## config.mk

```make
export PLATFORM = sky130hd
export DESIGN_NAME = uart_tx_parity
export DESIGN_NICKNAME = d
export VERILOG_FILES = /design/src/rtl/uart_pkg.sv /design/src/rtl/uart_tx_parity.sv
export SDC_FILE = /design/constraint.sdc
export NUM_CORES = 1
export LEC_CHECK = 0
export ABC_AREA = 1
export BUFFER_PORTS_ARGS = -buffer_cell sky130_fd_sc_hd__buf_2
export CAP_MARGIN = 20
export CELL_PAD_IN_SITES_DETAIL_PLACEMENT = 0
export CELL_PAD_IN_SITES_GLOBAL_PLACEMENT = 2
export CORE_ASPECT_RATIO = 0.7
export CORE_MARGIN = 2
export CORE_UTILIZATION = 32
export DETAILED_ROUTE_END_ITERATION = 7
export PLACE_DENSITY = 0.83
export SYNTH_ARGS = -nofsm -noshare
export SYNTH_HDL_FRONTEND = slang
export SYNTH_SLANG_ARGS = --single-unit
```

## constraint.sdc

```tcl
create_clock -name clk -period 1.85 [get_ports clk]
set_input_delay 0.37 -clock clk [delete_from_list [all_inputs] [get_ports clk]]
set_output_delay 0.37 -clock clk [all_outputs]
set_load 0.02 [all_outputs]
```

## src/rtl/uart_pkg.sv

```systemverilog
// Shared UART definitions: state encoding (also used by the receiver),
// oversampling ratio and parity-sense constants.
package uart_pkg;

  localparam logic [2:0] IDLE   = 3'd0;
  localparam logic [2:0] START  = 3'd1;
  localparam logic [2:0] DATA   = 3'd2;
  localparam logic [2:0] PARITY = 3'd3;
  localparam logic [2:0] STOP   = 3'd4;

  localparam int OVERSAMPLE = 16;

  localparam logic PAR_EVEN = 1'b0;
  localparam logic PAR_ODD  = 1'b1;

  typedef enum logic [2:0] {
    S_IDLE   = IDLE,
    S_START  = START,
    S_DATA   = DATA,
    S_PARITY = PARITY,
    S_STOP   = STOP
  } uart_state_t;

endpackage

```

## src/rtl/uart_tx_parity.sv

```systemverilog
// UART transmitter: start bit, DBIT data bits LSB-first, optional parity,
// SB_TICK oversampling ticks of stop. Bit timing from an external 16x s_tick.
// Optional feature macro: UART_TX_PARITY_EN (parity bit after the data bits).
module uart_tx_parity #(
  parameter int DBIT    = 8,
  parameter int SB_TICK = 16,
  parameter int PAR_ODD = 0
) (
  input  logic       clk,
  input  logic       reset,
  input  logic       tx_start,
  input  logic       s_tick,
  input  logic [7:0] din,
  output logic       tx_done_tick,
  output logic       busy,
  output logic       tx
);

  import uart_pkg::*;

  // Tick counter must reach both the bit length and the stop length.
  localparam int S_W = (SB_TICK > OVERSAMPLE) ? $clog2(SB_TICK) : $clog2(OVERSAMPLE);
  localparam logic [S_W-1:0] BIT_LAST  = S_W'(OVERSAMPLE - 1);
  localparam logic [S_W-1:0] STOP_LAST = S_W'(SB_TICK - 1);
  localparam logic [2:0]     N_LAST    = 3'(DBIT - 1);

  // Reject parameter sets the datapath cannot represent.
  if ((DBIT < 1) || (DBIT > 8) || (PAR_ODD < 0) || (PAR_ODD > 1) || (SB_TICK < 1)) begin : g_bad_cfg
    $error("uart_tx_parity: unsupported parameter set");
  end

  uart_state_t    state_r, state_s;
  logic [S_W-1:0] s_r, s_s;
  logic [2:0]     n_r, n_s;
  logic [7:0]     shift_r, shift_s;
  logic           tx_r, tx_s;
  logic           busy_r;
  logic           done_s;

`ifdef UART_TX_PARITY_EN
  logic par_r, par_s;

  // Parity over the active data bits only, inverted for odd sense.
  function automatic logic calc_parity(input logic [7:0] data);
    logic p;
    p = 1'(PAR_ODD);
    for (int i = 0; i < DBIT; i++) begin
      p = p ^ data[i];
    end
    return p;
  endfunction
`endif

  // Next-state, counter and next-line-value logic for the frame sequencer.
  always_comb begin
    state_s = state_r;
    s_s     = s_r;
    n_s     = n_r;
    shift_s = shift_r;
    tx_s    = tx_r;
    done_s  = 1'b0;
`ifdef UART_TX_PARITY_EN
    par_s   = par_r;
`endif
    case (state_r)
      S_IDLE: begin
        tx_s = 1'b1;
        if (tx_start) begin
          state_s = S_START;
          s_s     = {S_W{1'b0}};
          shift_s = din;
`ifdef UART_TX_PARITY_EN
          par_s   = calc_parity(din);
`endif
        end else begin
          state_s = S_IDLE;
        end
      end
      S_START: begin
        tx_s = 1'b0;
        if (s_tick) begin
          if (s_r == BIT_LAST) begin
            state_s = S_DATA;
            s_s     = {S_W{1'b0}};
            n_s     = 3'd0;
          end else begin
            s_s = s_r + 1'b1;
          end
        end else begin
          s_s = s_r;
        end
      end
      S_DATA: begin
        tx_s = shift_r[0];
        if (s_tick) begin
          if (s_r == BIT_LAST) begin
            s_s     = {S_W{1'b0}};
            shift_s = {1'b0, shift_r[7:1]};
            if (n_r == N_LAST) begin
`ifdef UART_TX_PARITY_EN
              state_s = S_PARITY;
`else
              state_s = S_STOP;
`endif
            end else begin
              n_s = n_r + 3'd1;
            end
          end else begin
            s_s = s_r + 1'b1;
          end
        end else begin
          s_s = s_r;
        end
      end
`ifdef UART_TX_PARITY_EN
      S_PARITY: begin
        tx_s = par_r;
        if (s_tick) begin
          if (s_r == BIT_LAST) begin
            state_s = S_STOP;
            s_s     = {S_W{1'b0}};
          end else begin
            s_s = s_r + 1'b1;
          end
        end else begin
          s_s = s_r;
        end
      end
`endif
      S_STOP: begin
        tx_s = 1'b1;
        if (s_tick) begin
          if (s_r == STOP_LAST) begin
            state_s = S_IDLE;
            s_s     = {S_W{1'b0}};
            done_s  = 1'b1;
          end else begin
            s_s = s_r + 1'b1;
          end
        end else begin
          s_s = s_r;
        end
      end
      default: begin
        state_s = S_IDLE;
        s_s     = {S_W{1'b0}};
        n_s     = 3'd0;
        tx_s    = 1'b1;
      end
    endcase
  end

  // State, counters, shift register and registered line/busy outputs.
  always_ff @(posedge clk or posedge reset) begin
    if (reset) begin
      state_r <= S_IDLE;
      s_r     <= {S_W{1'b0}};
      n_r     <= 3'd0;
      shift_r <= 8'd0;
      tx_r    <= 1'b1;
      busy_r  <= 1'b0;
`ifdef UART_TX_PARITY_EN
      par_r   <= 1'b0;
`endif
    end else begin
      state_r <= state_s;
      s_r     <= s_s;
      n_r     <= n_s;
      shift_r <= shift_s;
      tx_r    <= tx_s;
      busy_r  <= (state_s != S_IDLE);
`ifdef UART_TX_PARITY_EN
      par_r   <= par_s;
`endif
    end
  end

  // The done pulse coincides with the final stop tick so busy drops next cycle.
  assign tx_done_tick = done_s;
  assign busy         = busy_r;
  assign tx           = tx_r;

endmodule
```

==> key figures <==
Outcome
  • Status: completed

Global routing
  • All-Layer GR Usage: 13.5%
  • Vias in the first global route: 920
  • Pin count of the biggest net entering global routing: 21
  • Initial antenna violation count: 0
  • Overflow after GRT: 0
  • First-pass GRT wire length: 4.25 mm

Worst setup path
  • WP buf/inv: 1
  • Worst-case reg-to-reg path depth: 7
  • FF-to-FF Start: state_r[0]
  • Worst R2R Setup Slack: 0.31 ns
  • Critical path class: reg2out
  • Max FO, Critical Path: 3
  • CP arrival: 1.36 ns
  • Startpoint types: register
  • CP Capture Type: primary output
  • Most used cell, CP: nand2_1
  • Crit-path cells: ha_4 > nand2_1 > nor2_2 > nand2_1 > nor2_1 > buf_4
  • Largest delay contributor family on the critical path: flip-flops
  • Worst path slowest cell: dfrtp_1
  • WP data required: 1.48 ns
  • CP peak stage delay: 0.43 ns
  • Reg-to-reg endpoint: shift_r[3]

Power and ir drop
  • Sequential Power Share: 44.0%
  • Peak supply drop: 0.384 mV
  • P_leak: 0.771 nW
  • Sw frac: 39.0%
  • Net Switching: 0.635 mW
  • Combinational share of power: 38.1%
  • Pwr Density: 1180 nW/um^2
  • Int Power: 0.993 mW
  • Clk pwr share: 17.9%

STA
  • Fmax: 578 MHz
  • Actual slew at the worst max-slew pin: 0.395 ns
  • Final Slew Violations: 0
  • Setup TNS: 0 ns
  • RSZ-0062 raised after global routing: no
  • Final Cycle Share: 93.5%
  • Fin Clk Skew: 0.00536 ns
  • Setup violators final: 0
  • Final hold violations: 0
  • Slew headroom: 73.6%
  • Crit path time final: 1.73 ns

Detailed routing
  • Post-detailed-route count of antenna-violating nets: 0
  • Met1 WL: 1.42 mm
  • Max Used Layer: met4
  • Remaining design rule violation count: 0
  • Metal2 WL: 1.08 mm
  • DR vias: 1007
  • Met3 WL post-DR: 81 um
  • Via density: 4.52
  • Drt pass-1 iters: 4
  • DR WL/cell: 11.6 um
  • DRT iter0 DRCs: 57
  • WL final: 2.59 mm

Clocking
  • CTS tree: done
  • CTS Buf Count: 3
  • CTS root buffer: clkbuf_8
  • # clock sinks: 20
  • Worst skew pair latency: 0.26 ns
  • H-tree depth: 1
  • Cts hold-fix bufs: 0
  • Max clock buf depth: 2
  • Clock slew at reported path FFs: 0.07 ns

Logic synthesis
  • Mapped Area: 1170 sq um
  • Mux contribution to synthesized area: 0%
  • Register bit total from synthesis: 20
  • Syn nets: 168
  • Seq/Total Area, Yosys: 42.7%
  • Post-Synth XOR/XNOR Area: 0.745%
  • Adder-cell area share of the yosys netlist: 3.19%
  • Synth warn: 0
  • Synth Area in Compound Gates: 3.83%
  • Synth area leader: dfrtp_1
  • Syn Area/Cell: 7.68 sq um
  • Simple logic cell fraction of the synthesized area: 43.7%
  • Syn Inst Count: 153
  • Post-synthesis cell type count: 24
  • Largest family of logic cells by synthesized area: simple AND/OR/NAND/NOR gates
  • Share of the synthesized area in the top cell type: 40.5%
  • Synth top area cells: dfrtp_1, nand2_1, nand3_1, inv_1, ha_1

Finish
  • Non-filler cells, final: 223
  • N_diodes: 0
  • Most frequent cells in the layout: nand2_1, dfrtp_1, nand3_1, buf_2, inv_1
  • Layout cells sized above 1: 22.0%
  • Fin nets: 189
  • Commonest non-fill, non-tap cell in the layout: nand2_1
  • Area Growth Syn to Fin: 17.8%

Floorplan
  • I/O pin count: 15
  • Total die area: 4180 sq um
  • Core area: 3510 sq um
  • Die height: 54.7 um
  • Initial Util: 33.4%
  • Die width: 76.4 um
  • Rows: 18

Hold path
  • Hold Path Class: in2async

Flow run
  • MaxCap Viol Count: 0

Place
  • RePlAce Congestion: 0.832
  • DP Wirelength: 1.84 mm
  • Port Buf Inserts: 14
  • Placed Cells: 216
[tightest hold or removal path, delay by kind of cell]
| kind | cells | cell delay [ns] |
|---|---|---|
| buffers and inverters | 3 | 0.39 |
[kinds of logic after synthesis]
kind of cell,count (synthesis)
simple gates,108
buf+inv,16
compound gates,5
flops,20
fa+ha+maj,3
xor+xnor,1
[state kept, by name (all words and copies together) (netlist names)]
| name | cells |
|---|---|
| busy | 1 |
| n_r | 3 |
| s_r | 4 |
| shift_r | 8 |
| state_r | 3 |
| tx | 1 |
[layer usage]
layer,vias to the layer above,GRT usage [%]
li1,529,-
met1,462,19.2
met2,12,18.7
met3,4,4.46
met4,0,5.45
met5,-,0
[Yosys cell counts]
cell,n
nand3_4,2
nand2_1,71
nor2_4,1
o21ai_2,1
nand3_1,13
o21ai_0,1
a21oi_2,1
nand2_4,2
buf_6,1
o21ai_4,1
o22ai_1,1
nand2_2,1
nand4_1,5
nand3_2,2
dfstp_2,1
ha_1,3
dfrtp_1,19
nor2_2,1
xor2_1,1
inv_1,12
nor2_1,7
nand3b_1,3
buf_2,1
inv_2,2
[worst max path at each step]
| stage | start | to | slack, ns | cells past startpoint |
|---|---|---|---|---|
| 6_report | s_r[1] | tx_done_tick | 0.12 | 6 |
| 5_1_grt | s_r[0] | tx_done_tick | 0.007 | 6 |
| 2_1_floorplan | s_r[0] | tx_done_tick | 0.30 | 5 |
| 3_5_place_dp | s_r[0] | tx_done_tick | 0.26 | 6 |
| 4_1_cts | s_r[0] | tx_done_tick | 0.0009 | 6 |
| 3_3_place_gp | s_r[0] | tx_done_tick | 0.30 | 6 |
[power groups by stage]
stage | logic, mW | clock network [mW] | registers (mW)
2_1_floorplan | 0.414 | 0 | 0.713
5_1_grt | 0.713 | 0.329 | 0.732
6_report | 0.621 | 0.291 | 0.716
4_1_cts | 0.560 | 0.306 | 0.709
3_5_place_dp | 0.555 | 0 | 0.716
3_3_place_gp | 0.549 | 0 | 0.707
[what timing repair did]
| item | CTS | global route |
|---|---|---|
| setup buffers | 0 | 3 |
| gates resized for setup | 1 | 3 |
| endpoints found under the setup margin | 1 | 1 |
| pin swaps | 0 | 1 |
[metrics by stage]
step / setup slack (ns) / utilization, % / cell area [sq um] / hold slack (ns) / total power [mW]
global placement: 0.304 / 37.0 / 1300 / 0.408 / 1.26
global route: 0.00740 / 39.4 / 1380 / 0.146 / 1.77
finish: 0.121 / 39.4 / 1380 / 0.128 / 1.63
floorplan: 0.298 / - / 1170 / 0.333 / 1.13
detailed placement: 0.264 / 37.0 / 1300 / 0.414 / 1.27
CTS: 0.000915 / 38.3 / 1350 / 0.135 / 1.57
[cell type report]
class	instances	area, sq um
Fill cell	387	2130
Clock buffer	4	45.0
Tap cell	50	62.6
Multi-Input combinational cell	117	619
Inverter	14	52.6
Sequential cell	20	502
Timing Repair Buffer	18	103
Note: power is estimated with default switching activity, not from simulation.
